[config.mk]
export PLATFORM = sky130hd
export DESIGN_NAME = multicycle_alu
export DESIGN_NICKNAME = d
export VERILOG_FILES = /design/src/rtl/multicycle_alu.sv
export SDC_FILE = /design/constraint.sdc
export NUM_CORES = 1
export LEC_CHECK = 0
export BUFFER_PORTS_ARGS = -buffer_cell sky130_fd_sc_hd__buf_2
export CAP_MARGIN = 20
export CORE_ASPECT_RATIO = 0.75
export CORE_MARGIN = 2
export CORE_UTILIZATION = 40
export CTS_CLUSTER_SIZE = 16
export DETAILED_ROUTE_END_ITERATION = 12
export SLEW_MARGIN = 0
export SYNTH_ARGS = -nofsm -noshare
export SYNTH_HDL_FRONTEND = slang
export SYNTH_SLANG_ARGS = --single-unit
[constraint.sdc]
create_clock -name clk -period 5.5 [get_ports clk]
set_clock_uncertainty 0.2 [all_clocks]
set_input_delay 0.275 -clock clk [delete_from_list [all_inputs] [get_ports clk]]
set_output_delay 0.275 -clock clk [all_outputs]
set_load 0.02 [all_outputs]
[src/rtl/multicycle_alu.sv]
// Registered ALU with single-cycle logic/arithmetic ops and iterative unsigned
// multiply (shift-add) and divide (restoring), one bit per clock.
module multicycle_alu #(
  parameter int WIDTH = 32
) (
  input  logic             clk,
  input  logic             rst,
  input  logic             start,
  input  logic [3:0]       op,
  input  logic [WIDTH-1:0] in1,
  input  logic [WIDTH-1:0] in2,
  output logic             ready,
  output logic             done,
  output logic [WIDTH-1:0] result,
  output logic [WIDTH-1:0] result_hi,
  output logic             carry_out,
  output logic             overflow,
  output logic             zero
);

  localparam int CW = $clog2(WIDTH + 1);
  localparam logic [CW-1:0] CNT_INIT = CW'(WIDTH);

  typedef enum logic [1:0] {IDLE, RUN, DONE} state_t;

  state_t state, state_next;
  logic [CW-1:0] count;
  logic [WIDTH-1:0] acc_hi, acc_lo, operand;
  logic is_div;
  logic is_multi;

  logic [WIDTH:0] add_sum, sub_diff;
  logic add_ov, sub_ov;
  logic [WIDTH-1:0] alu_result;
  logic alu_carry, alu_ov, alu_valid;

  logic [WIDTH:0] mul_sum, div_shift, div_diff;
  logic div_ok;

  assign is_multi = (op == 4'd8) || (op == 4'd9);
  assign ready    = (state != RUN);
  assign done     = (state == DONE);

  always_ff @(posedge clk or posedge rst) begin
    if (rst) state <= IDLE;
    else     state <= state_next;
  end

  // DONE accepts a new start exactly like IDLE, giving back-to-back throughput
  always_comb begin
    state_next = state;
    case (state)
      IDLE, DONE: begin
        if (start) state_next = is_multi ? RUN : DONE;
        else       state_next = IDLE;
      end
      RUN:     if (count == '0) state_next = DONE;
      default: state_next = IDLE;
    endcase
  end

  always_comb begin
    add_sum  = {1'b0, in1} + {1'b0, in2};
    sub_diff = {1'b0, in1} + {1'b0, ~in2} + {{WIDTH{1'b0}}, 1'b1};
    add_ov   = (in1[WIDTH-1] == in2[WIDTH-1]) && (add_sum[WIDTH-1] != in1[WIDTH-1]);
    sub_ov   = (in1[WIDTH-1] != in2[WIDTH-1]) && (sub_diff[WIDTH-1] != in1[WIDTH-1]);
    alu_result = '0;
    alu_carry  = 1'b0;
    alu_ov     = 1'b0;
    alu_valid  = 1'b1;
    case (op)
      4'd0: alu_result = in1 & in2;
      4'd1: alu_result = in1 | in2;
      4'd2: begin
        alu_result = add_sum[WIDTH-1:0];
        alu_carry  = add_sum[WIDTH];
        alu_ov     = add_ov;
      end
      4'd3: begin
        alu_result = sub_diff[WIDTH-1:0];
        alu_carry  = sub_diff[WIDTH];
        alu_ov     = sub_ov;
      end
      4'd4: alu_result = {{(WIDTH-1){1'b0}}, sub_diff[WIDTH-1] ^ sub_ov};
      4'd5: alu_result = {{(WIDTH-1){1'b0}}, ~sub_diff[WIDTH]};
      4'd6: alu_result = ~(in1 | in2);
      4'd7: alu_result = in1 ^ in2;
      default: alu_valid = 1'b0;
    endcase
  end

  // Remainder stays below the divisor, so the shifted value fits in WIDTH+1 bits
  always_comb begin
    mul_sum   = {1'b0, acc_hi} + {1'b0, (acc_lo[0] ? operand : {WIDTH{1'b0}})};
    div_shift = {acc_hi, acc_lo[WIDTH-1]};
    div_diff  = div_shift - {1'b0, operand};
    div_ok    = ~div_diff[WIDTH];
  end

  always_ff @(posedge clk or posedge rst) begin
    if (rst) begin
      count     <= '0;
      acc_hi    <= '0;
      acc_lo    <= '0;
      operand   <= '0;
      is_div    <= 1'b0;
      result    <= '0;
      result_hi <= '0;
      carry_out <= 1'b0;
      overflow  <= 1'b0;
      zero      <= 1'b0;
    end else begin
      case (state)
        IDLE, DONE: begin
          if (start) begin
            if (is_multi) begin
              is_div  <= (op == 4'd9);
              operand <= (op == 4'd9) ? in2 : in1;
              acc_lo  <= (op == 4'd9) ? in1 : in2;
              acc_hi  <= '0;
              count   <= CNT_INIT;
            end else begin
              result    <= alu_result;
              result_hi <= '0;
              carry_out <= alu_carry;
              overflow  <= alu_ov;
              zero      <= alu_valid && (alu_result == '0);
            end
          end
        end
        RUN: begin
          if (count != '0) begin
            count <= count - CW'(1);
            if (is_div) begin
              acc_hi <= div_ok ? div_diff[WIDTH-1:0] : div_shift[WIDTH-1:0];
              acc_lo <= {acc_lo[WIDTH-2:0], div_ok};
            end else begin
              acc_hi <= mul_sum[WIDTH:1];
              acc_lo <= {mul_sum[0], acc_lo[WIDTH-1:1]};
            end
          end else begin
            result    <= acc_lo;
            result_hi <= acc_hi;
            carry_out <= 1'b0;
            overflow  <= is_div ? (operand == '0) : (acc_hi != '0);
            zero      <= (acc_lo == '0);
          end
        end
        default: ;
      endcase
    end
  end

endmodule

# ---- Yosys cells after proc, flatten, opt, wreduce, memory -nomap -nowiden
# Cells that the tools add are included.
dict set report classes {
  bitwise_logic 8
  mux 47
  reduce_logical 18
  add_sub_neg 6
  n_eq_ne 22
}
# operator count
set op_table {}
lappend op_table {{$mux W32} 18}
lappend op_table {{$pmux W32 S2} 4}
lappend op_table {{$pmux W32 S8} 1}
lappend op_table {{$add A32 B32 Y33} 3}
lappend op_table {{$logic_not A32 Y1} 3}
lappend op_table {{$not A32 Y32} 2}
lappend op_table {{$add A33 B1 Y33 const B} 1}
lappend op_table {{$sub A33 B32 Y33} 1}
lappend op_table {{$and A32 B32 Y32} 1}
lappend op_table {{$or A32 B32 Y32} 1}
lappend op_table {{$reduce_bool A32 Y1} 1}
lappend op_table {{$xor A32 B32 Y32} 1}
lappend op_table {{$mux W6} 3}
lappend op_table {{$eq A4 B3 Y1 const B} 4}
lappend op_table {{$ne A2 B2 Y1 const B} 6}
lappend op_table {{$pmux W6 S2} 1}
lappend op_table {{$mux W1} 11}
lappend op_table {{$pmux W1 S2} 5}
lappend op_table {{$eq A4 B2 Y1 const B} 2}
lappend op_table {{$eq A4 B4 Y1 const B} 2}
lappend op_table {{$reduce_and A4 Y1} 2}
lappend op_table {{$reduce_or A8 Y1} 1}
lappend op_table {{$logic_not A6 Y1} 1}
lappend op_table {{$mux W2} 3}
lappend op_table {{18 further kinds} 23}
dict set report totals {
  input_bits 71
  out_inout_bits 69
  reg_bits 172
  word_cells 112
}

# ---- Longest topological paths before layout
# Gate-level depths: netlist of run 1.
dict set report logic_depth {
  depth_word 12
  mapped_depth 24
  depth_no_buf 23
}

# ---- Least setup slack after synthesis of run 1
# OpenSTA, ideal clock, no wires.
dict set report synth_path {
  path_kind {input-to-reg}
  startpoint {input in2[1]}
  endpoint {register zero}
  path_stages 23
  n_path_buf 0
  t_arrival_ns 4.612
  required_ns 5.208
  setup_ns 0.092
  setup_slack_ns 0.596
  cell_sequence {inv_1 ha_1 or2_0 a221oi_1 o211ai_1 or2_1 nand4_1 nand2_1 o41ai_2 nor2_1 o21bai_1 a21oi_1 o21ba_2 o21bai_1 fa_1 nor3_1 a31oi_1 o21ai_0 a31oi_1 o21ai_1 or4b_1 or4_1 o31ai_2}
}
dict set report synth_via {
  elab_chain_cells 12
  elab_cells_between_ends 18
  classes_between {add/sub: 3; eq/ne: 1; mux: 4; bitwise: 7; reduce/logical: 3}
}
# item line
set synth_lines {}
lappend synth_lines {{from (decl)} 11} ;# input logic [WIDTH-1:0] in2,
lappend synth_lines {{$not A32 Y32} 64} ;# sub_diff = {1'b0, in1} + {1'b0, ~in2} + {{WIDTH{1'b0}}, 1'b1};
lappend synth_lines {{$add A32 B32 Y33} 64}
lappend synth_lines {{$add A33 B1 Y33} 64}
lappend synth_lines {{$ne A1 B1 Y1} 66} ;# sub_ov = (in1[WIDTH-1] != in2[WIDTH-1]) && (sub_diff[WIDTH-1] != in1[WIDTH-1]);
lappend synth_lines {{$logic_and A1 B1 Y1} 66}
lappend synth_lines {{$xor A1 B1 Y1} 84} ;# 4'd4: alu_result = {{(WIDTH-1){1'b0}}, sub_diff[WIDTH-1] ^ sub_ov};
lappend synth_lines {{$pmux W32 S8 (*)} 71} ;# case (op)
lappend synth_lines {{$logic_not A32 Y1 (*)} 127} ;# zero <= alu_valid && (alu_result == '0);
lappend synth_lines {{$logic_and A1 B1 Y1 (*)} 127}
lappend synth_lines {{$mux W1 (*)} 116} ;# if (is_multi) begin
lappend synth_lines {{$mux W1 (*)} 115} ;# if (start) begin
lappend synth_lines {{$pmux W1 S2 (*)} 113} ;# case (state)
lappend synth_lines {{to (signal assigned)} 127}
lappend synth_lines {{to (signal assigned)} 146} ;# zero <= (acc_lo == '0);
lappend synth_lines {{to (decl)} 18} ;# output logic zero
# Mark *: on every way between the ends. The rest lies on a longest branch, timed or not. The select of a mux whose other input is x is not followed.
# A chain may end at the register's enable or synchronous reset.

# ---- Final worst setup path of run 1
dict set report layout_path {
  startpoint {input in1[0]}
  endpoint {register zero}
}
dict set report layout_via {
  elab_chain_cells 11
  elab_cells_between_ends 17
  classes_between {add/sub: 3; eq/ne: 1; mux: 4; bitwise: 6; reduce/logical: 3}
}
# item line
set layout_lines {}
lappend layout_lines {{from (decl)} 10} ;# input logic [WIDTH-1:0] in1,
lappend layout_lines {{$add A32 B32 Y33} 64}
lappend layout_lines {{$add A33 B1 Y33} 64}
lappend layout_lines {{$ne A1 B1 Y1} 66}
lappend layout_lines {{$logic_and A1 B1 Y1} 66}
lappend layout_lines {{$xor A1 B1 Y1} 84}
lappend layout_lines {{$pmux W32 S8 (*)} 71}
lappend layout_lines {{$logic_not A32 Y1 (*)} 127}
lappend layout_lines {{$logic_and A1 B1 Y1 (*)} 127}
lappend layout_lines {{$mux W1 (*)} 116}
lappend layout_lines {{$mux W1 (*)} 115}
lappend layout_lines {{$pmux W1 S2 (*)} 113}
# Marks and branches as above.

==> results of run 1 <==
kinds of logic (layout without fill, tap and decap cells):
| group | Yosys count | after routing | synth area share [%] |
|---|---|---|---|
| AOI/OAI and AO/OA | 804 | 804 | 30.4 |
| DFF | 172 | 172 | 24.5 |
| buffers and inverters | 285 | 403 | 6.23 |
| and+or+nand+nor | 755 | 755 | 20.1 |
| adders and majority gates | 176 | 176 | 12.7 |
| muxes | 50 | 50 | 3.10 |
| xor gates and xnor gates | 58 | 58 | 2.89 |
placed cells by master, fill, tap and decap left out, types with 53 or more instances in the layout:
cell                       count
sky130_fd_sc_hd__dfrtp_1     171
sky130_fd_sc_hd__buf_4        71
sky130_fd_sc_hd__a211oi_1     58
sky130_fd_sc_hd__nor2_1      194
sky130_fd_sc_hd__o21ai_0     186
sky130_fd_sc_hd__inv_1       143
sky130_fd_sc_hd__ha_1        170
sky130_fd_sc_hd__a21oi_1     198
sky130_fd_sc_hd__buf_2       139
sky130_fd_sc_hd__nand3_1      66
sky130_fd_sc_hd__o211ai_1     53
sky130_fd_sc_hd__nand2_1     255
layout make-up:
type / instances / area, µm²
fillers: 4401 / 23500
multi-input cells: 1843 / 12300
flip-flops and latches: 172 / 4310
repair buffers: 221 / 1360
well taps: 578 / 723
inverters: 150 / 571
clock buffers: 21 / 450
clock inverters: 11 / 133
synth_stat cells, types with 7 or more instances:
cell                        instances
sky130_fd_sc_hd__o22ai_1            8
sky130_fd_sc_hd__buf_1             14
sky130_fd_sc_hd__nor2b_1           24
sky130_fd_sc_hd__nand2b_1          20
sky130_fd_sc_hd__xnor2_1           36
sky130_fd_sc_hd__o21bai_1          25
sky130_fd_sc_hd__and2_1            39
sky130_fd_sc_hd__nand2_1          256
sky130_fd_sc_hd__a211o_1            9
sky130_fd_sc_hd__a21oi_1          198
sky130_fd_sc_hd__nor3_1            37
sky130_fd_sc_hd__mux2i_1           17
sky130_fd_sc_hd__o21ai_0          187
sky130_fd_sc_hd__nand3_1           68
sky130_fd_sc_hd__a221o_1           16
sky130_fd_sc_hd__dfrtp_1          172
sky130_fd_sc_hd__a221oi_1          11
sky130_fd_sc_hd__buf_2             17
sky130_fd_sc_hd__nor4_1            30
sky130_fd_sc_hd__a211oi_1          58
sky130_fd_sc_hd__o2111ai_1         10
sky130_fd_sc_hd__ha_1             171
sky130_fd_sc_hd__o211ai_1          53
sky130_fd_sc_hd__o21a_1            15
sky130_fd_sc_hd__xor2_1            22
sky130_fd_sc_hd__a31oi_1           13
sky130_fd_sc_hd__a21o_1            47
sky130_fd_sc_hd__o31ai_1           21
sky130_fd_sc_hd__clkbuf_1         103
sky130_fd_sc_hd__nor3b_1            7
sky130_fd_sc_hd__mux2_2            32
sky130_fd_sc_hd__nand4_1           27
sky130_fd_sc_hd__nor2_1           197
sky130_fd_sc_hd__a22oi_1           39
sky130_fd_sc_hd__inv_1            145
sky130_fd_sc_hd__or3_1             10
routing by layer:
metal | vias to the layer above | GRT usage (%) | share of wire [%]
met2 | 723 | 43.2 | 42
li1 | 8577 | - | -
met1 | 8783 | 43.7 | 48
met4 | 0 | 8.15 | 2.6
met5 | - | 0 | 0
met3 | 86 | 4.51 | 7.2
sequential cells by signal, indices dropped and copies added, names as in the netlist:
| name | count |
|---|---|
| acc_hi | 32 |
| acc_lo | 32 |
| operand | 32 |
| result | 32 |
| result_hi | 32 |
| count | 6 |
| state | 2 |
| carry_out | 1 |
| is_div | 1 |
| overflow | 1 |
| zero | 1 |
report_power, final:
group	switching, µW	total (µW)	internal [µW]
sequential	527	2140	1620
combinational	2460	4180	1720
clock	567	1260	689
final timing paths:
kind	endpoint	slack, ns	cells past startpoint
max	zero	0.29	26
min	operand[27]	0.007	3
max reg2reg	acc_hi[28]	0.47	18
min reg2reg	result_hi[25]	0.27	2
max in group asynchronous	acc_hi[27]	3.45	4
min in group asynchronous	result[6]	0.31	3
worst min-delay path: cells and delay by family:
family / cells / cell delay, ns
AOI/OAI and AO/OA: 2 / 0.22
buffers and inverters: 1 / 0.12
metrics by stage:
step           power [µW]  cell area (µm²)  util (%)  hold slack [ns]  worst slack [ns]
5_1_grt              8130            19800      45.7           0.0370            0.0122
6_report             7580            19800      45.7          0.00703             0.286
3_5_place_dp         6240            19100      44.1            0.256            0.0777
4_1_cts              7520            19800      45.6         0.000586            0.0715
2_1_floorplan        4980            17600         -            0.256             0.365
3_3_place_gp         6170            19100      44.1            0.250             0.145
repair_timing:
action | in CTS | in global routing
setup buffers | 0 | 1
setup endpoints to repair | 0 | 1
gates resized for setup | 0 | 10
hold buffers | 9 | 0
endpoints found under the hold margin | 127 | 0
==> results.rst, run 1 <==
.. list-table::
   :header-rows: 1

   * - Metric
     - Value
   * - Outcome
     - completed
   * - H-Tree Depth
     - 4
   * - Gate Count Post-Synth
     - 2300
   * - Max-capacitance violation count
     - 0
   * - Layout cells sized above 1
     - 13.9%
   * - Final setup violating endpoints
     - 0
   * - Total negative setup slack
     - 0 ns
   * - Critical Path Start
     - in1[0]
   * - Maximum number of pins on one net before global-route repair
     - 121
   * - Number of violations reported at the end of detailed-routing iteration 0
     - 1811
   * - Number of unique standard cell types used by synthesis
     - 99
   * - Netlist area before placement
     - 17600 µm²
   * - Number of global-route vias before repair
     - 16700
   * - Effective utilization at floorplan
     - roughly two fifths
   * - Top fanout value on the critical path
     - 3
   * - Kind of path behind the tightest hold check
     - in -> reg
   * - Die span in y
     - 186 µm
   * - Drt wl/cell
     - roughly 23 µm
   * - Data arrival time at the worst-slack endpoint
     - 5.39 ns
   * - Final critical-path required period
     - 5.21 ns
   * - Row count
     - 66
   * - Post-synthesis async set-or-reset flop share
     - 100%
   * - Initial antenna violation count
     - 1
   * - TritonCTS clock tree
     - done
   * - Critical Path Start Type
     - input pin
   * - CP Buf/Inv Count
     - 4
   * - Critical path capture point type
     - flip-flop
   * - Routability congestion estimate
     - 0.950
   * - Clock insertion delay at the later pin of the skew report
     - 0.46 ns
   * - Detailed placer's ending HPWL
     - approximately 52000 µm
   * - Number of remaining DRC errors
     - 0
   * - Gr ovfl total
     - 0
   * - Inst Count DP
     - 2954
   * - Kind of cell with the highest combined delay on the critical path
     - compound AO/OA/AOI/OAI gates
   * - Die area
     - 45600 µm²
   * - Number of nets with antenna violations after detailed routing
     - 0
   * - Post-synth top area share
     - 24.5%
   * - Setup repair after global routing missed its margin
     - false
   * - Crit Reg-Reg Startpoint
     - acc_lo[31]
   * - Number of cells in the finished layout apart from fillers
     - 2996
   * - Hold violation total from the final report
     - 0
   * - Quantity of I/O buffers inserted on ports
     - ~140
   * - Total nets after synthesis
     - 2547
   * - Mean Syn Cell Area
     - ~7.6 µm²
   * - Die extent in x
     - 246 µm
   * - TritonCTS buffer count
     - 17
   * - Total via count in the routed design
     - roughly 18000
   * - Cell type with the largest total area after synthesis
     - sky130_fd_sc_hd__dfrtp_1
   * - Share of the cycle needed by the critical path after routing
     - 94.8%
   * - Layout overhead on the synthesized area
     - 12.8%
   * - Required time at the endpoint of the critical path
     - around 5.7 ns
   * - Number of enable-type register cells in the synthesized netlist
     - 0
   * - Global-route wire length before repair
     - 102000 µm
   * - Beginning of the worst hold path
     - in1[27]
   * - Seq/Total Area, Yosys
     - 24.5%
   * - Largest voltage drop on the vdd net
     - about 0.29 mV
   * - Bufs on Longest Clock Path
     - 2
   * - Critical path class
     - in -> reg
   * - Total global routing track utilization
     - 29.3%
   * - Synth top area cells
     - sky130_fd_sc_hd__dfrtp_1 (24%), sky130_fd_sc_hd__ha_1 (12%), sky130_fd_sc_hd__a21oi_1 (5.6%), sky130_fd_sc_hd__nand2_1 (5.5%), sky130_fd_sc_hd__o21ai_0 (5.3%)
   * - Synthesis warning total
     - 0
   * - Final layout net count
     - 2652
   * - Headroom to the max-slew limit
     - 34.2%
   * - Routed wire length
     - 67800 µm
   * - Final antenna diode count
     - 0
   * - Total core area
     - 43400 µm²
   * - Vias per std cell
     - about 6.1
   * - Number of storage elements in the synthesis netlist
     - 172
   * - Count of pins over their slew limit
     - 0
   * - Largest stage delay on the critical path
     - 0.52 ns
   * - Synth Flop Type
     - sky130_fd_sc_hd__dfrtp_1
   * - Maximum clock rate
     - 192 MHz
   * - # clock sinks
     - about 170
   * - PD cells
     - between 300 and 400 nW/µm²
   * - Lkg Pwr
     - 0.00948 µW
   * - Top Ports
     - 140
   * - Worst Max-Slew Pin Slew
     - 0.987 ns
   * - Critical path's slowest cell
     - sky130_fd_sc_hd__dlygate4sd3_1
   * - Clk root buf
     - sky130_fd_sc_hd__clkbuf_16
   * - DRT Pass-1 Iters
     - 5
   * - Clock slew at reported path FFs
     - about 0.070 ns
(Power assumes the default switching activity.)
==> inputs of run 2 (changes only) <==
- clock period: 5.5 -> 5.8 ns (I/O delays scaled with it)
==> results.rst, run 2 (synthesis gave the netlist of run 1 again) <==
.. list-table::
   :header-rows: 1

   * - Metric
     - Value
   * - Outcome
     - completed
   * - Die extent in x
     - 246 µm (unchanged)
   * - Clk root buf
     - sky130_fd_sc_hd__clkbuf_16
   * - Required time at the endpoint of the critical path
     - 5.97 ns (+0.30 ns)
   * - Setup slack, reg-to-reg
     - 0.80 ns (+0.33 ns)
   * - Number of remaining DRC errors
     - 0 (unchanged)
   * - Routability congestion estimate
     - 0.942 (-0.83%)
   * - Vias per std cell
     - 6.03 (-0.49%)
   * - Most frequent cells in the layout
     - sky130_fd_sc_hd__nand2_1 (256), sky130_fd_sc_hd__a21oi_1 (198), sky130_fd_sc_hd__nor2_1 (193)
   * - Max-capacitance violation count
     - 0 (unchanged)
   * - Commonest non-fill, non-tap cell in the layout
     - sky130_fd_sc_hd__nand2_1
   * - Gr ovfl total
     - 0 (unchanged)
   * - Total core area
     - 43400 µm² (unchanged)
   * - Final setup violating endpoints
     - 0 (unchanged)
   * - PD cells
     - 364 nW/µm² (-5.0%)
   * - Final layout net count
     - 2622 (-1.1%)
   * - Worst Max-Slew Pin Slew
     - 1.21 ns (+0.223 ns)
   * - Routed wire length
     - 66900 µm (-1.3%)
   * - Clock slew at reported path FFs
     - 0.07 ns (about the same)
   * - Critical Path, Cell by Cell
     - dlygate4sd3_1 -> buf_2 -> inv_1 -> ha_1 -> a221oi_1 -> o211ai_1 -> or2_1 -> nand4_1 -> nand2_1 -> o41ai_2 -> nor2_1 -> o21bai_1 -> a21oi_1 -> o21ba_2 -> o21bai_1 -> fa_1 -> nor3_1 -> a31oi_1 -> o21ai_0 -> a31oi_1 -> o21ai_1 -> or4b_1 -> or4_1 -> o31ai_2
   * - Drt wl/cell
     - 22.6 µm (-0.34%)
   * - Total via count in the routed design
     - 17900 (-1.5%)
   * - Quantity of I/O buffers inserted on ports
     - 139 (unchanged)
   * - Number of cells in the finished layout apart from fillers
     - 2966 (-1.0%)
   * - H-Tree Depth
     - 4 (unchanged)
   * - DRT Pass-1 Iters
     - 6 (+1)
   * - Total global routing track utilization
     - 29.1% (-0.18 points)
   * - Top fanout value on the critical path
     - 9 (+6)
   * - Initial antenna violation count
     - 0 (-1)
   * - Maximum clock rate
     - 180 MHz
   * - Lkg Pwr
     - 0.00933 µW (-1.6%)
   * - Global-route wire length before repair
     - 101000 µm (-1.4%)
   * - Count of pins over their slew limit
     - 0 (unchanged)
   * - TritonCTS buffer count
     - 17 (unchanged)
   * - Effective utilization at floorplan
     - 40.5% (unchanged)
   * - Row count
     - 66 (unchanged)
   * - Number of nets with antenna violations after detailed routing
     - 0 (unchanged)
   * - Headroom to the max-slew limit
     - 18.6% (-16 points)
   * - Inst Count DP
     - 2931 (-0.78%)
   * - Largest voltage drop on the vdd net
     - 0.275 mV (-4.7%)
   * - Die span in y
     - 186 µm (unchanged)
   * - Number of violations reported at the end of detailed-routing iteration 0
     - 1909 (+5.4%)
   * - # clock sinks
     - 172 (unchanged)
   * - Setup repair after global routing missed its margin
     - false
   * - Number of global-route vias before repair
     - 16400 (-2.1%)
   * - Layout overhead on the synthesized area
     - 11.2%
   * - Critical path's slowest cell
     - sky130_fd_sc_hd__or4b_1
   * - Bufs on Longest Clock Path
     - 2 (unchanged)
   * - Total negative setup slack
     - 0 ns (unchanged)
   * - Setup Buffers After CTS
     - 0 (unchanged)
   * - Critical Path Start Type
     - input pin
   * - Share of the cycle needed by the critical path after routing
     - between 90% and 100%
   * - TritonCTS clock tree
     - done
   * - Critical path capture point type
     - flip-flop
   * - Data arrival time at the worst-slack endpoint
     - 5.72 ns (+0.33 ns)
   * - Clock insertion delay at the later pin of the skew report
     - 0.46 ns (about the same)
   * - Top Ports
     - 140 (unchanged)
   * - Die area
     - 45600 µm² (unchanged)
   * - Kind of path behind the tightest hold check
     - in -> reg
   * - Critical path class
     - in -> reg
   * - Detailed placer's ending HPWL
     - 51500 µm (-1.4%)
   * - Final critical-path required period
     - 5.55 ns
   * - Largest stage delay on the critical path
     - 0.52 ns (about the same)
   * - Layout cells sized above 1
     - 12.9% (-1.0 points)
   * - Maximum number of pins on one net before global-route repair
     - 118 (-2.5%)
   * - Hold violation total from the final report
     - 0 (unchanged)
run 2: path summary, 6_finish.rpt:
| kind | startpoint | endpoint | cells past startpoint |
|---|---|---|---|
| max in group asynchronous | rst | is_div | 4 |
| worst min register to register | result_hi[30] | result_hi[30] | 2 |
| min in group asynchronous | rst | operand[2] | 3 |
| worst max register to register | acc_lo[31] | acc_hi[13] | 17 |
| worst min-delay path | in1[28] | operand[28] | 3 |
| worst max-delay path | in1[2] | zero | 24 |
run 2: layer usage:
| layer | vias to the layer above | routed length [µm] | GRT usage (%) |
|---|---|---|---|
| met4 | 0 | 2320 | 10.5 |
| li1 | 8508 | - | - |
| met1 | 8623 | 31600 | 42.7 |
| met2 | 676 | 27600 | 41.6 |
| met3 | 92 | 5300 | 5.94 |
| met5 | - | 0 | 0 |
run 2: worst max-delay path: cells and delay by family:
family | cells | cell delay (ns)
simple gates | 7 | 1.73
fa+ha+maj | 2 | 0.62
buf+inv | 3 | 0.72
compound gates | 12 | 2.37
run 2: timing repair:
action | in CTS | in global routing
hold endpoints to repair | 118 | 0
hold buffers | 3 | 0
resized for setup | 0 | 0
run 2: area by class of cell:
cell class | instances | area (µm²)
inverter | 150 | 571
multi-input combinational | 1843 | 12200
clock inverter | 8 | 106
fill | 4414 | 23800
timing repair buffer | 191 | 1110
antenna | 1 | 2.50
clock buffer | 23 | 488
sequential | 172 | 4310
tap | 578 | 723
run 2: per-stage QoR:
step | instance area, µm² | hold WS (ns) | utilization [%] | worst slack [ns] | power, µW
6_report | 19500 | 0.0151 | 45.1 | 0.254 | 7110
5_1_grt | 19500 | 0.0401 | 45.1 | 0.0129 | 7650
4_1_cts | 19500 | 0.00900 | 45.1 | 0.370 | 7070
3_5_place_dp | 18900 | 0.254 | 43.6 | 0.218 | 5840
3_3_place_gp | 18900 | 0.250 | 43.6 | 0.267 | 5800
2_1_floorplan | 17600 | 0.271 | - | 0.650 | 4720
run 2: power by group:
group          switching [µW]  internal [µW]  total (µW)
clock network             516            680        1200
logic                    2280           1580        3850
registers                 523           1530        2060
total                    3310           3790        7110
